==> src/rtl/ps2_kbd_intr_ctrl_if.sv <==
// CPU i/o read port and keyboard interrupt line between the CPU and the PS/2 keyboard controller.
interface ps2_kbd_intr_ctrl_if;
  logic        io_rdn;
  logic [7:0]  io_addr;
  logic [31:0] rd_data;
  logic        intr;

  modport master (output io_rdn, output io_addr, input rd_data, input intr);
  modport slave  (input io_rdn, input io_addr, output rd_data, output intr);
endinterface

==> src/rtl/ps2_kbd_intr_ctrl.sv <==
// PS/2 keyboard receiver with scan-code FIFO, level interrupt and CPU i/o read port.
// Optional frame watchdog enabled by defining KBD_FRAME_TIMEOUT_EN.
module ps2_kbd_intr_ctrl #(
  parameter int unsigned FIFO_AW        = 3,
  parameter int unsigned SYNC_STAGES    = 2,
  parameter int unsigned TIMEOUT_CYCLES = 100000
) (
  input  logic                 clock,
  input  logic                 resetn,
  input  logic                 ps2_clk,
  input  logic                 ps2_data,
  ps2_kbd_intr_ctrl_if.slave   bus
);

  localparam int unsigned DEPTH = 1 << FIFO_AW;
  localparam int unsigned CW    = FIFO_AW + 1;

  if (SYNC_STAGES < 2 || FIFO_AW < 1 || FIFO_AW > 7 || TIMEOUT_CYCLES < 1) begin : g_bad_params
    $error("ps2_kbd_intr_ctrl: illegal parameter combination");
  end

  typedef enum logic [1:0] {S_IDLE, S_DATA, S_PARITY, S_STOP} state_e;

  logic [SYNC_STAGES-1:0] clk_sync_q, clk_sync_d, dat_sync_q, dat_sync_d;
  logic                   clk_prev_q, clk_prev_d;
  state_e                 state_q, state_d;
  logic [2:0]             bit_cnt_q, bit_cnt_d;
  logic [7:0]             shift_q, shift_d;
  logic                   parity_q, parity_d;
  logic [7:0]             mem_q [DEPTH];
  logic [7:0]             mem_d [DEPTH];
  logic [FIFO_AW-1:0]     wr_ptr_q, wr_ptr_d, rd_ptr_q, rd_ptr_d;
  logic [CW-1:0]          count_q, count_d;
  logic                   err_q, err_d, ovf_q, ovf_d;

  logic clk_s, data_s, fall;
  logic push_req, frame_err, push_ok, ovf_set, pop;
  logic empty, full, data_sel, stat_sel;
  logic [31:0] rd_data_c;

`ifdef KBD_FRAME_TIMEOUT_EN
  localparam int unsigned WD_W = $clog2(TIMEOUT_CYCLES + 1);
  logic [WD_W-1:0] wd_q, wd_d;
`endif

  // Synchronisers and falling-edge detect
  always_comb begin : sync_next
    clk_sync_d = {clk_sync_q[SYNC_STAGES-2:0], ps2_clk};
    dat_sync_d = {dat_sync_q[SYNC_STAGES-2:0], ps2_data};
    clk_s      = clk_sync_q[SYNC_STAGES-1];
    data_s     = dat_sync_q[SYNC_STAGES-1];
    clk_prev_d = clk_s;
    fall       = clk_prev_q & ~clk_s;
  end

  // Frame receiver, advanced only on PS/2 falling edges
  always_comb begin : rx_fsm
    state_d   = state_q;
    bit_cnt_d = bit_cnt_q;
    shift_d   = shift_q;
    parity_d  = parity_q;
    push_req  = 1'b0;
    frame_err = 1'b0;
`ifdef KBD_FRAME_TIMEOUT_EN
    wd_d = '0;
    if (state_q != S_IDLE && !fall) wd_d = wd_q + WD_W'(1);
`endif
    if (fall) begin
      unique case (state_q)
        S_IDLE: begin
          if (!data_s) begin
            state_d   = S_DATA;
            bit_cnt_d = 3'd0;
          end
        end
        S_DATA: begin
          shift_d = {data_s, shift_q[7:1]};
          if (bit_cnt_q == 3'd7) state_d = S_PARITY;
          else bit_cnt_d = bit_cnt_q + 3'd1;
        end
        S_PARITY: begin
          parity_d = data_s;
          state_d  = S_STOP;
        end
        S_STOP: begin
          if (data_s && (^{shift_q, parity_q})) push_req = 1'b1;
          else frame_err = 1'b1;
          state_d = S_IDLE;
        end
        default: state_d = S_IDLE;
      endcase
    end
`ifdef KBD_FRAME_TIMEOUT_EN
    // A stalled partial frame is abandoned rather than left to desynchronise later frames
    if (state_q != S_IDLE && !fall && wd_q == WD_W'(TIMEOUT_CYCLES)) begin
      state_d   = S_IDLE;
      wd_d      = '0;
      frame_err = 1'b1;
    end
`endif
  end

  // FIFO, sticky flags and read decode
  always_comb begin : fifo_next
    empty    = (count_q == '0);
    full     = (count_q == CW'(DEPTH));
    data_sel = !bus.io_rdn && (bus.io_addr == 8'h00);
    stat_sel = !bus.io_rdn && (bus.io_addr == 8'h04);
    pop      = data_sel && !empty;
    push_ok  = push_req && (!full || pop);
    ovf_set  = push_req && full && !pop;

    mem_d    = mem_q;
    wr_ptr_d = wr_ptr_q;
    rd_ptr_d = rd_ptr_q;
    if (push_ok) begin
      mem_d[wr_ptr_q] = shift_q;
      wr_ptr_d        = wr_ptr_q + FIFO_AW'(1);
    end
    if (pop) rd_ptr_d = rd_ptr_q + FIFO_AW'(1);
    count_d = count_q + CW'(push_ok) - CW'(pop);

    err_d = err_q;
    ovf_d = ovf_q;
    if (stat_sel) begin
      err_d = 1'b0;
      ovf_d = 1'b0;
    end
    if (frame_err) err_d = 1'b1;
    if (ovf_set)   ovf_d = 1'b1;

    rd_data_c = 32'h0;
    if (data_sel && !empty) rd_data_c = {24'h0, mem_q[rd_ptr_q]};
    if (stat_sel) rd_data_c = {20'h0, 8'(count_q), 1'b0, err_q, ovf_q, !empty};
  end

  assign bus.rd_data = rd_data_c;
  assign bus.intr    = !empty;

  always_ff @(posedge clock or negedge resetn) begin : state_regs
    if (!resetn) begin
      clk_sync_q <= '1;
      dat_sync_q <= '1;
      clk_prev_q <= 1'b1;
      state_q    <= S_IDLE;
      bit_cnt_q  <= '0;
      shift_q    <= '0;
      parity_q   <= 1'b0;
      mem_q      <= '{default: '0};
      wr_ptr_q   <= '0;
      rd_ptr_q   <= '0;
      count_q    <= '0;
      err_q      <= 1'b0;
      ovf_q      <= 1'b0;
`ifdef KBD_FRAME_TIMEOUT_EN
      wd_q       <= '0;
`endif
    end else begin
      clk_sync_q <= clk_sync_d;
      dat_sync_q <= dat_sync_d;
      clk_prev_q <= clk_prev_d;
      state_q    <= state_d;
      bit_cnt_q  <= bit_cnt_d;
      shift_q    <= shift_d;
      parity_q   <= parity_d;
      mem_q      <= mem_d;
      wr_ptr_q   <= wr_ptr_d;
      rd_ptr_q   <= rd_ptr_d;
      count_q    <= count_d;
      err_q      <= err_d;
      ovf_q      <= ovf_d;
`ifdef KBD_FRAME_TIMEOUT_EN
      wd_q       <= wd_d;
`endif
    end
  end

endmodule

==> src/flat_wrapper.sv <==
// flat-port wrapper written by rule: the top's interface ports become plain ports
module ps2_kbd_intr_ctrl_flat 
#(
  parameter int unsigned FIFO_AW        = 3,
  parameter int unsigned SYNC_STAGES    = 2,
  parameter int unsigned TIMEOUT_CYCLES = 100000
)
  (clock, resetn, ps2_clk, ps2_data, bus_io_rdn, bus_io_addr, bus_rd_data, bus_intr);
  ps2_kbd_intr_ctrl_if bus_i ();
  input  logic clock;
  input  logic resetn;
  input  logic ps2_clk;
  input  logic ps2_data;
  input wire logic [$bits(bus_i.io_rdn)-1:0] bus_io_rdn;
  input wire logic [$bits(bus_i.io_addr)-1:0] bus_io_addr;
  output wire logic [$bits(bus_i.rd_data)-1:0] bus_rd_data;
  output wire logic [$bits(bus_i.intr)-1:0] bus_intr;
  assign bus_i.io_rdn = bus_io_rdn;
  assign bus_i.io_addr = bus_io_addr;
  assign bus_rd_data = bus_i.rd_data;
  assign bus_intr = bus_i.intr;
  ps2_kbd_intr_ctrl #(.FIFO_AW(FIFO_AW), .SYNC_STAGES(SYNC_STAGES), .TIMEOUT_CYCLES(TIMEOUT_CYCLES)) u_core (.clock(clock), .resetn(resetn), .ps2_clk(ps2_clk), .ps2_data(ps2_data), .bus(bus_i));
endmodule
==> config.mk <==
export PLATFORM = sky130hd
export DESIGN_NAME = ps2_kbd_intr_ctrl_flat
export DESIGN_NICKNAME = d
export VERILOG_FILES = /design/src/rtl/ps2_kbd_intr_ctrl_if.sv /design/src/rtl/ps2_kbd_intr_ctrl.sv /design/src/flat_wrapper.sv
export SDC_FILE = /design/constraint.sdc
export NUM_CORES = 1
export LEC_CHECK = 0
export BUFFER_PORTS_ARGS = -buffer_cell sky130_fd_sc_hd__buf_4
export CORE_UTILIZATION = 25
export CTS_CLUSTER_DIAMETER = 80
export DETAILED_ROUTE_END_ITERATION = 8
export SYNTH_ARGS = -nofsm -noshare
export SYNTH_HDL_FRONTEND = slang
export SYNTH_SLANG_ARGS = --single-unit
export TNS_END_PERCENT = 30
==> constraint.sdc <==
create_clock -name clock -period 5.7 [get_ports clock]
set_input_delay 1.14 -clock clock [delete_from_list [all_inputs] [get_ports clock]]
set_output_delay 1.14 -clock clock [all_outputs]
set_load 0.005 [all_outputs]
# Yosys cells after proc, flatten, opt, wreduce, memory -nomap -nowiden
# Cells that the tools add are included.
[op_classes]
n_eq_ne = 9
n_mux = 23
reduce_logical = 24
addsub = 5
bitwise = 4
order_cmp = 3
[ops]
columns = ["op", "count"]
rows = [
  ["64-bit bitwise mux", 1],
  ["8-bit 2-to-1 mux", 5],
  ["8-bit binary-select mux with 3-bit select", 1],
  ["8-bit demux with 3-bit select", 1],
  ["3-bit by 1-bit adder with 3-bit output, second input constant", 3],
  ["1-bit 2-to-1 mux", 9],
  ["9-bit XOR reduction", 1],
  ["8-bit by 3-bit == test with 1-bit output, second input constant", 1],
  ["4-bit >= comparator, second input constant", 2],
  ["1-bit logical AND", 8],
  ["8-bit logical NOT", 1],
  ["3-bit NOT with 4-bit output", 2],
  ["2-bit one-hot mux with 4 select lines", 1],
  ["3-bit 2-to-1 mux", 2],
  ["3-bit one-hot mux with 2 select lines", 1],
  ["2-bit nonzero test", 3],
  ["4-bit by 1-bit adder with 4-bit output", 1],
  ["2-bit == test, second input constant", 2],
  ["4-bit == test, second input constant", 1],
  ["1-bit logical NOT", 4],
  ["4-bit logical NOT", 1],
  ["4-bit by 1-bit less-than comparator with 1-bit output, second input constant", 1],
  ["2-bit 2-to-1 mux", 2],
  ["2-bit != test, second input constant", 2],
  ["11 further kinds", 12],
]
[word_totals]
regBits = 95
elab_cells = 88
output_inout_bits = 33
input_bits = 13

# Logic depth before layout (Yosys ltp)
[depth]
word_depth = 8
mapped_depth = 12
depth_no_buf = 11

# Worst setup path after synthesis
# No wires, ideal clock.
[synth_timing]
path_kind = "in2out"
start = "in bus_io_rdn"
end = "out bus_rd_data[0]"
setup_slack_ns = 2.445
arrival_ns = 2.115
path_stages = 4
t_required_ns = 4.560
n_path_buf = 1
path_cell_list = "nor4_1 nand4b_1 clkbuf_1 o21ai_0"
[synth_via]
elab_chain_cells = 5
elab_cells_between_ends = 6
classes_between = "2 x mux; 4 x reduce/logical"
[synth_rtl]
columns = ["item", "line", "source"]
rows = [
  ["from (decl)", "flat_wrapper.sv:14", "input wire logic [$bits(bus_i.io_rdn)-1:0] bus_io_rdn;"],
  ["1-bit logical NOT (*)", "ps2_kbd_intr_ctrl.sv:107, ps2_kbd_intr_ctrl.sv:108", ""],
  ["1-bit logical AND", "ps2_kbd_intr_ctrl.sv:107", "data_sel = !bus.io_rdn && (bus.io_addr == 8'h00);"],
  ["1-bit logical AND", "ps2_kbd_intr_ctrl.sv:133", "if (data_sel && !empty) rd_data_c = {24'h0, mem_q[rd_ptr_q]};"],
  ["8-bit 2-to-1 mux", "ps2_kbd_intr_ctrl.sv:133", ""],
  ["8-bit 2-to-1 mux (*)", "ps2_kbd_intr_ctrl.sv:134", "if (stat_sel) rd_data_c = {20'h0, 8'(count_q), 1'b0, err_q, ovf_q, !empty};"],
  ["to (decl)", "flat_wrapper.sv:16", "output wire logic [$bits(bus_i.rd_data)-1:0] bus_rd_data;"],
]
# Every way passes the cells marked *; elsewhere a longest branch is shown, timed or not.

# Final worst setup path
[layout_timing]
start = "in bus_io_addr[5]"
end = "out bus_rd_data[3]"
[layout_via]
elab_chain_cells = 5
elab_cells_between_ends = 7
classes_between = "1 x eq/ne; 2 x mux; 4 x reduce/logical"
[layout_rtl]
columns = ["item", "line", "source"]
rows = [
  ["from (decl)", "flat_wrapper.sv:15", "input wire logic [$bits(bus_i.io_addr)-1:0] bus_io_addr;"],
  ["8-bit logical NOT", "ps2_kbd_intr_ctrl.sv:107", ""],
  ["1-bit logical AND", "ps2_kbd_intr_ctrl.sv:107", ""],
  ["1-bit logical AND", "ps2_kbd_intr_ctrl.sv:133", ""],
  ["8-bit 2-to-1 mux", "ps2_kbd_intr_ctrl.sv:133", ""],
  ["8-bit 2-to-1 mux (*)", "ps2_kbd_intr_ctrl.sv:134", ""],
]
# Marked as above.

==> out/metrics.csv <==
stage,metric,value,unit
timing,fin_setup_tns,0,ns
critical_path,worst_path_most_repeated_cell,buf_4,
critical_path,path_buf_inv,2,
yosys,synthFlopType,dfrtp_1,
yosys,synth_enable_flop_cells,0,
global_route,grt_pass1_vias,2764,
yosys,synth_xor_area_share,2.78,%
worst_hold_path,hold_path_depth,0,
global_route,grt_max_degree,51,
yosys,avgSynthCellArea,14.1,sq um
power,vdd_drop_max,0.186,mV
route,firstDrtPassIters,4,
route,drt-total-wl,9620,um
yosys,synth_top_area_share,46.4,%
yosys,synth.area.top_cells,"dfrtp_1 (46%), mux2_2 (17%), mux4_2 (7.4%)",
critical_path,worstRegToRegCells,10,
finish,drive_gt1_share,40.2,%
worst_hold_path,min-delay-start,u_core.dat_sync_q[0],
route,vias,2697,
critical_path,max_stage_delay,0.59,ns
die,die_w,141,um
place,place_inst,607,
yosys,synth_warnings,0,
critical_path,cp-end-kind,output pin,
timing,max-slew-margin-rel,31.5,%
yosys,synth_top_family_by_area,multiplexers,
critical_path,r2r_setup_slack,1.92,ns
yosys,ys_ff_latch,95,
finish,area_delta_synth_final,11.4,%
critical_path,arrival,2.91,ns
global_route,antenna_found_initial,0,
timing,timing.final.crit_period,4.05,ns
cts,cts_resized,0,
yosys,muxShareOfSynthArea,26.9,%
critical_path,crit_fanout,12,
cts,cts_max_level,3,
global_route,grt_pass1_wl,15500,um
status,status,finished clean,
critical_path,r2r-end,u_core.count_q[2],
finish,diodes,0,
yosys,async_reset_ff_share,100,%
worst_hold_path,hp-class,flop to flop,
route,drt_iter0_drc,158,
die,rows,50,
finish,nFillCells,1937,
flow_run,drv_cap,0,
die,dieHeight,141,um
finish,fin_cells,621,
critical_path,required,4.56,ns
die,core,0.0189,sq mm
route,vias_per_cell,4.34,
global_route,gr-total-overflow,0,
cts,clock-root-buffer,clkbuf_16,
die,die-area,0.0200,sq mm
route,post-route-drc-count,0,
finish,final_util,28.6,%
yosys,ys_seq_area_share,49.1,%
power,p_per_area,395,mW/mm^2
timing,max_freq,0.247,GHz
route,ant_nets,0,
timing,slew_violations,0,
worst_hold_path,hold-path-endpoint,u_core.dat_sync_q[1],
cts,clk_latency,0.35,ns
finish,register_area,0.00238,sq mm
power,leakage,2.50,nW
critical_path,cp_slowest_cell,nand4b_1,
yosys,synth_compound_area_share,2.53,%
finish,multiInputGateArea,0.00222,sq mm
cts,clock_sinks,95,
timing,final-hold-violation-count,0,
route,wl_per_cell,15.5,um
cts,cts_tree,done,
timing,period_share,71.0,%
finish,nets,386,
cts,cts_setup_buffers,0,
cts,cts_inserted_buffers,9,
critical_path,path_cells,buf_4 -> nor4_1 -> nand4b_1 -> nor2_1 -> buf_4,
place,placement.io_buffers,21,
place,dpl.hpwl,6420,um
die,ios,46,
cts,path_clk_slew,0.06,ns
yosys,syn_area,0.00485,sq mm
timing,setup-violations-final,0,
timing,tightest_slew,1.02,ns
global_route,grt.total_usage,10.5,%
critical_path,path_class,input port to output pin,
critical_path,reg2reg_from,u_core.count_q[2],
timing,clock_skew,0.0120,ns
yosys,synth_top_cell_by_area,dfrtp_1,
die,initial_core_util,25.7,%
critical_path,startpoint_type,input port,
yosys,synth_cell_types,45,
cts,cts_hold_repair.buffers,0,
place,place_congestion,0.735,
timing,rsz0062_at_grt,no,
cts,clockBufferDepth,2,
critical_path,critPathTopFamily,simple AND/OR/NAND/NOR gates,
yosys,synthAdderAreaFrac,4.02,%
yosys,syn_inst,345,
yosys,yosys.area_share.simple,7.40,%
==> final cells by class <==
cell class                      instances  area share, %
Timing Repair Buffer                   23           3.19
Clock buffer                           10           4.42
Multi-Input combinational cell        218           41.0
Sequential cell                        95           44.1
Inverter                               11          0.764
Clock inverter                          4          0.555
Tap cell                              260           6.02
==> worst max-delay path by stage <==
| stage | start | to | slack, ns | cells past startpoint |
|---|---|---|---|---|
| 2_1_floorplan | bus_io_rdn | bus_rd_data[0] | 2.44 | 4 |
| 3_3_place_gp | bus_io_addr[5] | u_core.count_q[1] | 1.65 | 8 |
| 3_5_place_dp | bus_io_addr[5] | u_core.count_q[1] | 1.40 | 8 |
| 4_1_cts | bus_io_addr[5] | bus_rd_data[3] | 1.61 | 5 |
| 5_1_grt | bus_io_addr[5] | bus_rd_data[3] | 1.43 | 5 |
| 6_report | bus_io_addr[5] | bus_rd_data[3] | 1.65 | 5 |
==> cell usage after synthesis (3+ instances only) <==
cell / instances
xor2_1: 3
dfstp_2: 5
mux2_4: 3
o21ai_0: 8
clkbuf_1: 6
xnor2_1: 8
nor3b_1: 3
o22ai_1: 4
nand2_1: 16
mux4_2: 16
inv_1: 11
dlygate4sd1_1: 4
buf_2: 4
ha_1: 14
nand4_4: 6
dfrtp_1: 90
buf_4: 27
mux2i_1: 9
mux2_2: 72
==> routing by layer <==
layer  wire (um)  GRT usage (%)  up-vias
met5           0              0        -
met4         110           3.43        0
met3         538           3.34        8
met2        4470           15.9       62
met1        4500           14.1     1410
li1            -              -     1217
==> report_power, final <==
group / internal (mW) / switching (mW) / leakage, nW
Combinational: 0.263 / 0.393 / 1.10
Sequential: 0.778 / 0.143 / 1.27
Clock: 0.305 / 0.252 / 0.131
==> cell families after synthesis <==
family / Yosys count
adders and majority gates: 15
DFF: 95
xor gates and xnor gates: 13
AOI/OAI and AO/OA: 20
other: 1
buffers and inverters: 55
muxes: 100
and+or+nand+nor: 46
==> registers in the layout (all words and copies together), names as in the netlist <==
register and count:
u_core.err_q 1, u_core.parity_q 1, u_core.count_q 4, u_core.clk_prev_q 1, u_core.ovf_q 1, u_core.dat_sync_q 2, u_core.shift_q 8, u_core.mem_q 64
u_core.clk_sync_q 2, u_core.rd_ptr_q 3, u_core.wr_ptr_q 3, u_core.bit_cnt_q 3, u_core.state_q 2
==> placed cells by master, fill, tap and decap left out, drive strengths merged, types with 4 or more instances in the layout <==
cell type / n
clkbuf: 10
nand4: 8
ha: 14
dfstp: 5
mux4: 16
o22ai: 4
o21ai: 8
nand2: 16
conb: 24
dfrtp: 90
mux2i: 9
buf: 23
xnor2: 9
inv: 13
mux2: 75
==> stage by stage <==
stage	worst slack (ns)	hold slack (ns)	instance area [sq um]	total power [mW]
floorplan	2.44	0.345	4940	1.51
global placement	1.65	0.350	5140	1.56
detailed placement	1.40	0.350	5140	1.60
CTS	1.61	0.359	5410	2.16
global route	1.43	0.364	5410	2.27
finish	1.65	0.359	5410	2.13
Note: power is estimated with default switching activity, not from simulation.
